==> src/rtl/traffic_pkg.sv <==
// rtl/traffic_pkg.sv - shared phase codes, lamp patterns, default phase times and glyph constants
package traffic_pkg;

  typedef enum logic [2:0] {
    PH_Y1Y2 = 3'd0,
    PH_R1Y2 = 3'd1,
    PH_G1R2 = 3'd2,
    PH_Y1R2 = 3'd3,
    PH_R1G2 = 3'd4,
    PH_ERR  = 3'd7
  } phase_e;

  // Lamp order {red1,yellow1,green1,red2,yellow2,green2}
  localparam logic [5:0] LAMP_Y1Y2 = 6'b010_010;
  localparam logic [5:0] LAMP_R1Y2 = 6'b100_010;
  localparam logic [5:0] LAMP_G1R2 = 6'b001_100;
  localparam logic [5:0] LAMP_Y1R2 = 6'b010_100;
  localparam logic [5:0] LAMP_R1G2 = 6'b100_001;

  localparam int DEF_UNIT_DIV  = 50;
  localparam int DEF_TIME_R1Y2 = 250;
  localparam int DEF_TIME_G1R2 = 2500;
  localparam int DEF_TIME_Y1R2 = 250;
  localparam int DEF_TIME_R1G2 = 2250;
  localparam int DEF_SCAN_DIV  = 16;

  localparam logic [6:0] SEG_BLANK = 7'h7F;
  localparam logic [6:0] SEG_E     = 7'h06;

  function automatic phase_e decode_lamps(input logic [5:0] lamps);
    case (lamps)
      LAMP_Y1Y2: return PH_Y1Y2;
      LAMP_R1Y2: return PH_R1Y2;
      LAMP_G1R2: return PH_G1R2;
      LAMP_Y1R2: return PH_Y1R2;
      LAMP_R1G2: return PH_R1G2;
      default:   return PH_ERR;
    endcase
  endfunction

endpackage

==> src/rtl/tcd_seg7_enc.sv <==
// rtl/tcd_seg7_enc.sv - combinational BCD to active-low 7-segment encoder (bit0 = segment a)
module tcd_seg7_enc
  import traffic_pkg::*;
(
  input  logic [3:0] i_bcd,
  output logic [6:0] o_seg_n
);

  always_comb begin
    o_seg_n = SEG_BLANK;
    case (i_bcd)
      4'd0:    o_seg_n = 7'h40;
      4'd1:    o_seg_n = 7'h79;
      4'd2:    o_seg_n = 7'h24;
      4'd3:    o_seg_n = 7'h30;
      4'd4:    o_seg_n = 7'h19;
      4'd5:    o_seg_n = 7'h12;
      4'd6:    o_seg_n = 7'h02;
      4'd7:    o_seg_n = 7'h78;
      4'd8:    o_seg_n = 7'h00;
      4'd9:    o_seg_n = 7'h10;
      default: o_seg_n = SEG_BLANK;
    endcase
  end

endmodule

==> src/rtl/traffic_countdown_display.sv <==
// rtl/traffic_countdown_display.sv - lamp-phase countdown on a 2-digit multiplexed 7-segment display
// Optional: TRAFFIC_COUNTDOWN_LZ_BLANK_EN blanks a leading-zero tens digit while counting.
module traffic_countdown_display
  import traffic_pkg::*;
#(
  parameter int UNIT_DIV  = DEF_UNIT_DIV,
  parameter int TIME_R1Y2 = DEF_TIME_R1Y2,
  parameter int TIME_G1R2 = DEF_TIME_G1R2,
  parameter int TIME_Y1R2 = DEF_TIME_Y1R2,
  parameter int TIME_R1G2 = DEF_TIME_R1G2,
  parameter int SCAN_DIV  = DEF_SCAN_DIV
) (
  input  logic       clk,
  input  logic       ret,
  input  logic       red1,
  input  logic       yellow1,
  input  logic       green1,
  input  logic       red2,
  input  logic       yellow2,
  input  logic       green2,
  output logic [6:0] seg_n,
  output logic [1:0] dig_n,
  output logic [6:0] remain,
  output logic [2:0] phase,
  output logic       err
);

  if (UNIT_DIV < 1 || SCAN_DIV < 1) begin : g_bad_div
    $fatal(1, "UNIT_DIV and SCAN_DIV must be at least 1");
  end else begin : g_time_chk
    if ((TIME_R1Y2 % UNIT_DIV) != 0 || (TIME_G1R2 % UNIT_DIV) != 0 ||
        (TIME_Y1R2 % UNIT_DIV) != 0 || (TIME_R1G2 % UNIT_DIV) != 0) begin : g_bad_mod
      $fatal(1, "phase times must be multiples of UNIT_DIV");
    end
    if ((TIME_R1Y2 / UNIT_DIV) > 99 || (TIME_G1R2 / UNIT_DIV) > 99 ||
        (TIME_Y1R2 / UNIT_DIV) > 99 || (TIME_R1G2 / UNIT_DIV) > 99) begin : g_bad_range
      $fatal(1, "phase times exceed two display digits");
    end
  end

  localparam int SUB_W  = (UNIT_DIV > 1) ? $clog2(UNIT_DIV) : 1;
  localparam int SCAN_W = (SCAN_DIV > 1) ? $clog2(SCAN_DIV) : 1;
  localparam logic [SUB_W-1:0]  SUB_MAX  = SUB_W'(UNIT_DIV - 1);
  localparam logic [SCAN_W-1:0] SCAN_MAX = SCAN_W'(SCAN_DIV - 1);
  localparam logic [6:0] LOAD_R1Y2 = 7'(TIME_R1Y2 / UNIT_DIV);
  localparam logic [6:0] LOAD_G1R2 = 7'(TIME_G1R2 / UNIT_DIV);
  localparam logic [6:0] LOAD_Y1R2 = 7'(TIME_Y1R2 / UNIT_DIV);
  localparam logic [6:0] LOAD_R1G2 = 7'(TIME_R1G2 / UNIT_DIV);

  logic [5:0]        r_lq;
  phase_e            r_phase;
  logic              r_err;
  logic [6:0]        r_remain;
  logic [SUB_W-1:0]  r_sub_cnt;
  logic [SCAN_W-1:0] r_scan_cnt;
  logic              r_sel;
  logic [1:0]        r_dig_n;
  logic [6:0]        r_seg_n;

  logic [5:0] w_lamps;
  phase_e     w_new_phase;
  logic [6:0] w_load;
  logic [3:0] w_tens;
  logic [3:0] w_units;
  logic [3:0] w_bcd;
  logic [6:0] w_enc_seg;
  logic [6:0] w_seg;

  assign w_lamps     = {red1, yellow1, green1, red2, yellow2, green2};
  assign w_new_phase = decode_lamps(w_lamps);

  always_comb begin
    w_load = 7'd0;
    case (w_new_phase)
      PH_R1Y2: w_load = LOAD_R1Y2;
      PH_G1R2: w_load = LOAD_G1R2;
      PH_Y1R2: w_load = LOAD_Y1R2;
      PH_R1G2: w_load = LOAD_R1G2;
      default: w_load = 7'd0;
    endcase
  end

  // A lamp change reloads the countdown even if a unit expires in the same cycle.
  always_ff @(posedge clk or posedge ret) begin
    if (ret) begin
      r_lq      <= LAMP_Y1Y2;
      r_phase   <= PH_Y1Y2;
      r_err     <= 1'b0;
      r_remain  <= 7'd0;
      r_sub_cnt <= '0;
    end else if (w_lamps != r_lq) begin
      r_lq      <= w_lamps;
      r_phase   <= w_new_phase;
      r_err     <= (w_new_phase == PH_ERR);
      r_remain  <= w_load;
      r_sub_cnt <= SUB_MAX;
    end else if (r_sub_cnt == '0) begin
      r_sub_cnt <= SUB_MAX;
      if (r_remain != 7'd0) r_remain <= r_remain - 7'd1;
    end else begin
      r_sub_cnt <= r_sub_cnt - SUB_W'(1);
    end
  end

  assign w_tens  = 4'(r_remain / 7'd10);
  assign w_units = 4'(r_remain % 7'd10);
  assign w_bcd   = r_sel ? w_tens : w_units;

  tcd_seg7_enc u_enc (
    .i_bcd   (w_bcd),
    .o_seg_n (w_enc_seg)
  );

  always_comb begin
    w_seg = w_enc_seg;
    if (r_phase == PH_Y1Y2) begin
      w_seg = SEG_BLANK;
    end else if (r_phase == PH_ERR) begin
      w_seg = SEG_E;
    end
`ifdef TRAFFIC_COUNTDOWN_LZ_BLANK_EN
    else if (r_sel && w_tens == 4'd0) begin
      w_seg = SEG_BLANK;
    end
`endif
  end

  // Segments and digit enable are registered together so both switch on the same edge.
  always_ff @(posedge clk or posedge ret) begin
    if (ret) begin
      r_scan_cnt <= '0;
      r_sel      <= 1'b0;
      r_dig_n    <= 2'b11;
      r_seg_n    <= SEG_BLANK;
    end else begin
      if (r_scan_cnt == SCAN_MAX) begin
        r_scan_cnt <= '0;
        r_sel      <= ~r_sel;
      end else begin
        r_scan_cnt <= r_scan_cnt + SCAN_W'(1);
      end
      r_dig_n <= r_sel ? 2'b01 : 2'b10;
      r_seg_n <= w_seg;
    end
  end

  assign seg_n  = r_seg_n;
  assign dig_n  = r_dig_n;
  assign remain = r_remain;
  assign phase  = r_phase;
  assign err    = r_err;

endmodule

==> config.mk <==
export PLATFORM = sky130hd
export DESIGN_NAME = traffic_countdown_display
export DESIGN_NICKNAME = d
export VERILOG_FILES = /design/src/rtl/traffic_pkg.sv /design/src/rtl/tcd_seg7_enc.sv /design/src/rtl/traffic_countdown_display.sv
export SDC_FILE = /design/constraint.sdc
export NUM_CORES = 1
export LEC_CHECK = 0
export ABC_AREA = 1
export BUFFER_PORTS_ARGS = -buffer_cell sky130_fd_sc_hd__buf_2
export CAP_MARGIN = 0
export CORE_ASPECT_RATIO = 0.7
export CORE_UTILIZATION = 45
export CTS_CLUSTER_SIZE = 16
export DETAILED_ROUTE_END_ITERATION = 7
export PLACE_DENSITY = 0.72
export SLEW_MARGIN = 20
export SYNTH_ARGS = -nofsm -noshare
export SYNTH_HDL_FRONTEND = slang
export SYNTH_SLANG_ARGS = --single-unit
==> constraint.sdc <==
create_clock -name clk -period 3.42 [get_ports clk]
set_input_delay 0.342 -clock clk [delete_from_list [all_inputs] [get_ports clk]]
set_output_delay 0.342 -clock clk [all_outputs]
set_load 0.05 [all_outputs]
==> results.ini, run 1 <==
[timing]
hold_violations = 0
rsz0062_at_grt = false
timing.final.crit_share_pct = 91.8
tns_ns = 0
final.setup_skew_ns = 0.00742
period_minus_slack_ns = 3.14
relSlewSlack_pct = 59.2
fmax_mhz = 318
worst_pin_slew_ns = 0.607
final-setup-viol-count = 0
drv_slew = 0

[power]
p_sw_w = 0.000319
sw_frac_of_total_pct = 32.6
ir_worst_vdd_v = 0.000248
finalPower_w = 0.000978
pwr-share-comb_pct = 20.7
pwr-share-seq_pct = 48.4
p_clk_share_pct = 30.9
power.density_nw_per_um2 = 371
p_int_w = 0.000659
power.leakage_nw = 1.35

[synthesis]
yosysUniqueCellTypes = 32
yosysSeqAreaShare_pct = 40.2
synth.most_common_cell = nand2_1
synth_top_area_cell = dfrtp_1
yosys-top-cells-count = 71 x nand2_1, 34 x inv_1, 26 x dfrtp_1, 25 x nand3_1, 23 x nor2_1
synth.avg_cell_area_sq_um = 7.88
yosys_warnings = 0
yosysTopAreaCellShare_pct = 27.8
syn_inst = 297
syn-num-nets = 318
async_flop_share_pct = 100
syn-cell-area_sq_um = 2340
synth-seq-cells = 37
ys.flop_type = dfrtp_1
yosys-top-cells-area = dfrtp_1 28%, dfstp_2 12%, nand2_1 11%
synth_enable_flop_cells = 0

[drt]
drcViolationCount = 0
drt_first_pass_iters = 4
drt_iter0_markers = 197
ant_nets = 0
vias = 2016
wl_per_cell_um = 12.6
vias_per_cell = 5.10
wirelength_um = 4970

[global_route]
grt_use_total_pct = 20.4
grt_max_degree = 38
grt_overflow = 0
grt_pass1_vias = 1866
grt_pass1_wl_um = 8690
antenna_found_initial = 0

[layout]
area_growth_pct = 12.7
multi_input_area_sq_um = 1220
nNetsFinal = 346
seqCellArea_sq_um = 942
drive_gt1_share_pct = 25.8
num_antenna_cells = 0
fin_cells = 395
final_core_util_pct = 53.9
fill_cells = 475

[setup_path]
r2r-end = seg_n[3]
cp-endpoint = seg_n[3]
cp.arrival_ns = 3.36
path_class = reg2reg
worst_ep_required_time_ns = 3.64
worst_r2r_path_depth = 23
cp-startpoint = remain[4]
cp_max_fo = 6
reg2reg_slack_ns = 0.28
end_kind = register
r2r_start = remain[4]
critPathLaunchType = register

[placement]
place_congestion = 0.821
portBuffers = 27
dp.cells = 387
dp_hpwl_um = 3750

[die]
pin_count = 28
die_width_um = 88.2
initial_core_util_pct = 47.9
coreArea_sq_um = 4890
fp-row-count = 21
die_area_sq_um = 5500
die_h_um = 62.3

[job]
drv_cap = 0

[clocking]
clk_latency_ns = 0.29
cts_max_path_buffers = 2
clk_pin_slew_worst_paths_ns = 0.08
cts_tree = yes
cts_buffers = 5
hold_buffers = 0
cts_root_buf = clkbuf_8
cts_setup_buffers = 0
clock-sinks = 37
htreeDepth = 2

[min_path]
hp-class = in2async

[run_status]
outcome = finished clean

## sequential cells by signal (all words and copies together), names as in the netlist
name,count
remain,7
seg_n,7
r_lq,6
r_sub_cnt,6
r_scan_cnt,4
phase,3
dig_n,2
err,1
r_sel,1
## worst min-delay path by stage
| stage | slack (ns) | endpoint | startpoint |
|---|---|---|---|
| 2_1_floorplan | 0.41 | r_sub_cnt[0] | r_sub_cnt[0] |
| 5_1_grt | 0.16 | r_lq[1] | yellow2 |
| 4_1_cts | 0.16 | r_lq[5] | ret |
| 3_3_place_gp | 0.43 | r_sub_cnt[0] | r_sub_cnt[0] |
| 3_5_place_dp | 0.43 | r_sub_cnt[0] | r_sub_cnt[0] |
| 6_report | 0.15 | r_lq[5] | ret |
## routing by layer
layer	routed length [um]	vias to the layer above	track usage, %
met1	2560	957	30.0
met5	0	-	0
li1	-	1009	-
met4	38	0	5.24
met3	214	5	4.65
met2	2160	45	30.1
## worst max-delay path: stages (launching register included)
cell	delay [ns]
dfrtp_1	0.44
nor2_1	0.23
nand2_1	0.17
nand2_4	0.14
nand2_1	0.07
nand3_2	0.08
nand2_2	0.08
nand2_4	0.09
nand2_1	0.08
nand2_1	0.08
inv_1	0.05
ha_1	0.17
inv_1	0.08
nand3_2	0.13
nand4_1	0.13
nand3_2	0.09
nand2_2	0.14
inv_2	0.08
ha_1	0.29
nand3b_1	0.18
nand2_1	0.09
nand2_1	0.05
nand3_1	0.06
nand2_1	0.05
## placed cells by master, fill, tap and decap left out, types with 8 or more instances in the layout
| master | instances |
|---|---|
| nand3_1 | 24 |
| o21ai_0 | 13 |
| dfstp_2 | 11 |
| nand2_1 | 71 |
| nor2_1 | 23 |
| ha_1 | 13 |
| dfrtp_1 | 24 |
| buf_2 | 27 |
| nand2_2 | 9 |
| inv_2 | 8 |
| inv_1 | 33 |
## layout make-up
type,instances,area share [%]
multi-input cells,212,46.5
well taps,69,3.27
flip-flops and latches,37,35.7
clock buffers,5,2.61
repair buffers,28,5.41
clock inverters,3,0.664
inverters,41,5.84
## cell families (layout without fill, tap and decap cells)
group | after synthesis | after routing | share of synthesized area [%]
xor+xnor | 8 | 8 | 2.99
buf+inv | 48 | 77 | 7.70
flops | 37 | 37 | 40.2
fa+ha+maj | 13 | 13 | 6.95
compound gates | 28 | 28 | 7.49
simple gates | 163 | 163 | 34.7
## stage by stage
step / worst slack, ns / instance area, sq um / hold WS (ns)
final: 0.279 / 2640 / 0.151
after global routing: 0.0127 / 2640 / 0.163
after CTS: 0.246 / 2630 / 0.162
after detailed placement: 0.270 / 2540 / 0.431
after global placement: 0.423 / 2540 / 0.425
after floorplan: 0.227 / 2340 / 0.409
## repair_timing
action,in CTS,in global routing
endpoints found under the hold margin,0,0
setup endpoints to repair,0,2
resized for setup,0,4
## power by group through the flow
stage	combinational, W	sequential, W	clock [W]
5_1_grt	0.000225	0.000476	0.000332
2_1_floorplan	0.000107	0.000530	0
4_1_cts	0.000204	0.000473	0.000307
3_5_place_dp	0.000203	0.000481	0
6_report	0.000203	0.000473	0.000302
3_3_place_gp	0.000199	0.000480	0
No activity file was read; power rests on OpenSTA's default activity.
==> inputs of run 2 (changes only) <==
Settings changed: BUFFER_PORTS_ARGS -buffer_cell sky130_fd_sc_hd__buf_2 to unset, CORE_MARGIN set to 1, DONT_BUFFER_PORTS set to 1, PLACE_DENSITY 0.72 to 0.68.
==> results.ini, run 2 (synthesis results as in run 1) <==
[drt]
drt_iter0_markers = 201  ; was 197
drcViolationCount = 0  ; unchanged
wl_per_cell_um = 12.6  ; about the same
wirelength_um = 4730  ; was 4970 um
ant_nets = 0  ; unchanged
vias = 1892  ; was 2016
drt_first_pass_iters = 4  ; unchanged
vias_per_cell = 5.05  ; was 5.10

[die]
initial_core_util_pct = 47.9  ; unchanged
die_h_um = 62.3  ; unchanged
pin_count = 28  ; unchanged
coreArea_sq_um = 4890  ; unchanged
die_width_um = 88.2  ; unchanged
die_area_sq_um = 5500  ; unchanged
fp-row-count = 21  ; unchanged

[run_status]
outcome = finished clean  ; unchanged

[setup_path]
worst_ep_required_time_ns = 3.63  ; was 3.64 ns
critPathLaunchType = register  ; unchanged
cp.arrival_ns = 3.34  ; was 3.36 ns
cp_max_fo = 6  ; unchanged
path_class = reg2reg  ; unchanged
end_kind = register  ; unchanged

[power]
power.density_nw_per_um2 = 387  ; was 371 nW/um^2
ir_worst_vdd_v = 0.000404  ; was 0.000248 V
power.leakage_nw = 1.28  ; was 1.35 nW

[layout]
nNetsFinal = 326  ; was 346
area_growth_pct = 9.47  ; was 12.7%
num_antenna_cells = 0  ; unchanged
mostFrequentLayoutCells = 71 x nand2_1, 33 x inv_1, 26 x dfrtp_1  ; was 71 x nand2_1, 33 x inv_1, 27 x buf_2
final_common_cell = nand2_1  ; unchanged
final_core_util_pct = 52.4  ; was 53.9%
drive_gt1_share_pct = 19.6  ; was 25.8%
fill_cells = 461  ; was 475
fin_area_sq_um = 2560  ; was 2640 sq um

[timing]
relSlewSlack_pct = 41.4  ; was 59.2%
final.setup_skew_ns = 0.00686  ; was 0.00742 ns
fmax_mhz = 320  ; was 318 MHz
final-setup-viol-count = 0  ; unchanged
hold_violations = 0  ; unchanged
timing.final.crit_share_pct = 91.4  ; was 91.8%
worst_pin_slew_ns = 0.873  ; was 0.607 ns
period_minus_slack_ns = 3.13  ; was 3.14 ns
rsz0062_at_grt = false  ; unchanged
drv_slew = 0  ; unchanged
tns_ns = 0  ; unchanged

[clocking]
cts.repair.resized = 0  ; unchanged
htreeDepth = 2  ; unchanged
clk_latency_ns = 0.28  ; was 0.29 ns
cts_setup_buffers = 0  ; unchanged
cts_root_buf = clkbuf_8  ; unchanged
hold_buffers = 0  ; unchanged
clk_pin_slew_worst_paths_ns = 0.07  ; was 0.08 ns
cts_buffers = 5  ; unchanged
cts_tree = yes  ; unchanged
cts_max_path_buffers = 2  ; unchanged
clock-sinks = 37  ; unchanged

[global_route]
grt_overflow = 0  ; unchanged
grt_use_total_pct = 18.7  ; was 20.4%
antenna_found_initial = 0  ; unchanged
grt_max_degree = 27  ; was 38
grt_pass1_wl_um = 8000  ; was 8690 um
grt_pass1_vias = 1749  ; was 1866

[placement]
portBuffers = 0  ; was 27
place_congestion = 0.849  ; was 0.821
dpl_cell_area_sq_um = 2460  ; was 2540 sq um
dp_hpwl_um = 3650  ; was 3750 um

[job]
drv_cap = 0  ; unchanged

[min_path]
hp-class = in2async  ; unchanged

-- run 2: critical path: stages (launching register included) --
cell and delay [ns]:
dfrtp_1 0.43, inv_1 0.15, nand2_1 0.15, nand3_2 0.12, nand2_4 0.07, nand2_4 0.10
nand2_1 0.07, nand3_2 0.08, nand2_2 0.08, nand2_4 0.09, nand2_1 0.08, nand2_1 0.08
inv_1 0.05, ha_1 0.17, inv_1 0.08, nand3_2 0.13, nand4_1 0.12, nand3_2 0.09
nand2_2 0.13, inv_2 0.08, ha_1 0.28, nand3b_1 0.17, nand2_1 0.09, nand2_1 0.05
nand3_1 0.06, nand2_1 0.06
-- run 2: where the power goes --
part	internal (W)	leakage, nW	switching [W]
clock	0.000182	0.0542	0.000146
sequential	0.000463	0.424	0.0000490
combinational	0.0000489	0.802	0.000101
-- run 2: layout make-up --
class	instances	area, sq um	area share (%)
flip-flops and latches	37	940	36.7
clock buffers	7	96.3	3.76
inverters	41	154	6.01
multi-input cells	212	1220	47.6
clock inverters	1	5.00	0.195
well taps	69	86.3	3.37
repair buffers	8	60.1	2.34
-- run 2: metrics by stage --
step | std cells | hold slack (ns) | setup slack [ns] | total power (W)
after global routing | 375 | 0.0319 | 0.000267 | 0.00104
after floorplan | 297 | 0.409 | 0.227 | 0.000638
after global placement | 367 | 0.347 | 0.475 | 0.000667
after CTS | 375 | 0.0417 | 0.302 | 0.00100
after detailed placement | 367 | 0.347 | 0.315 | 0.000669
final | 375 | 0.0184 | 0.295 | 0.000990
-- run 2: final timing paths --
kind	from	to	slack, ns	cells after the start
hold / removal	ret	phase[1]	0.02	1
hold reg to reg	r_sub_cnt[0]	r_sub_cnt[0]	0.44	1
min in group clk	yellow2	r_lq[1]	0.05	0
max in group asynchronous	ret	dig_n[0]	2.72	2
setup / recovery	remain[6]	seg_n[3]	0.29	25
setup reg to reg	remain[6]	seg_n[3]	0.29	25
-- run 2: routing by layer --
metal  share of wire (%)  wire length [um]  up-vias  track usage (%)
met5                   0                 0        -                0
met4                0.32                15        0             4.03
met3                 6.1               290        2             5.05
met2                  40              1910       37             26.8
met1                  53              2510      874             27.9
li1                    -                 -      979                -
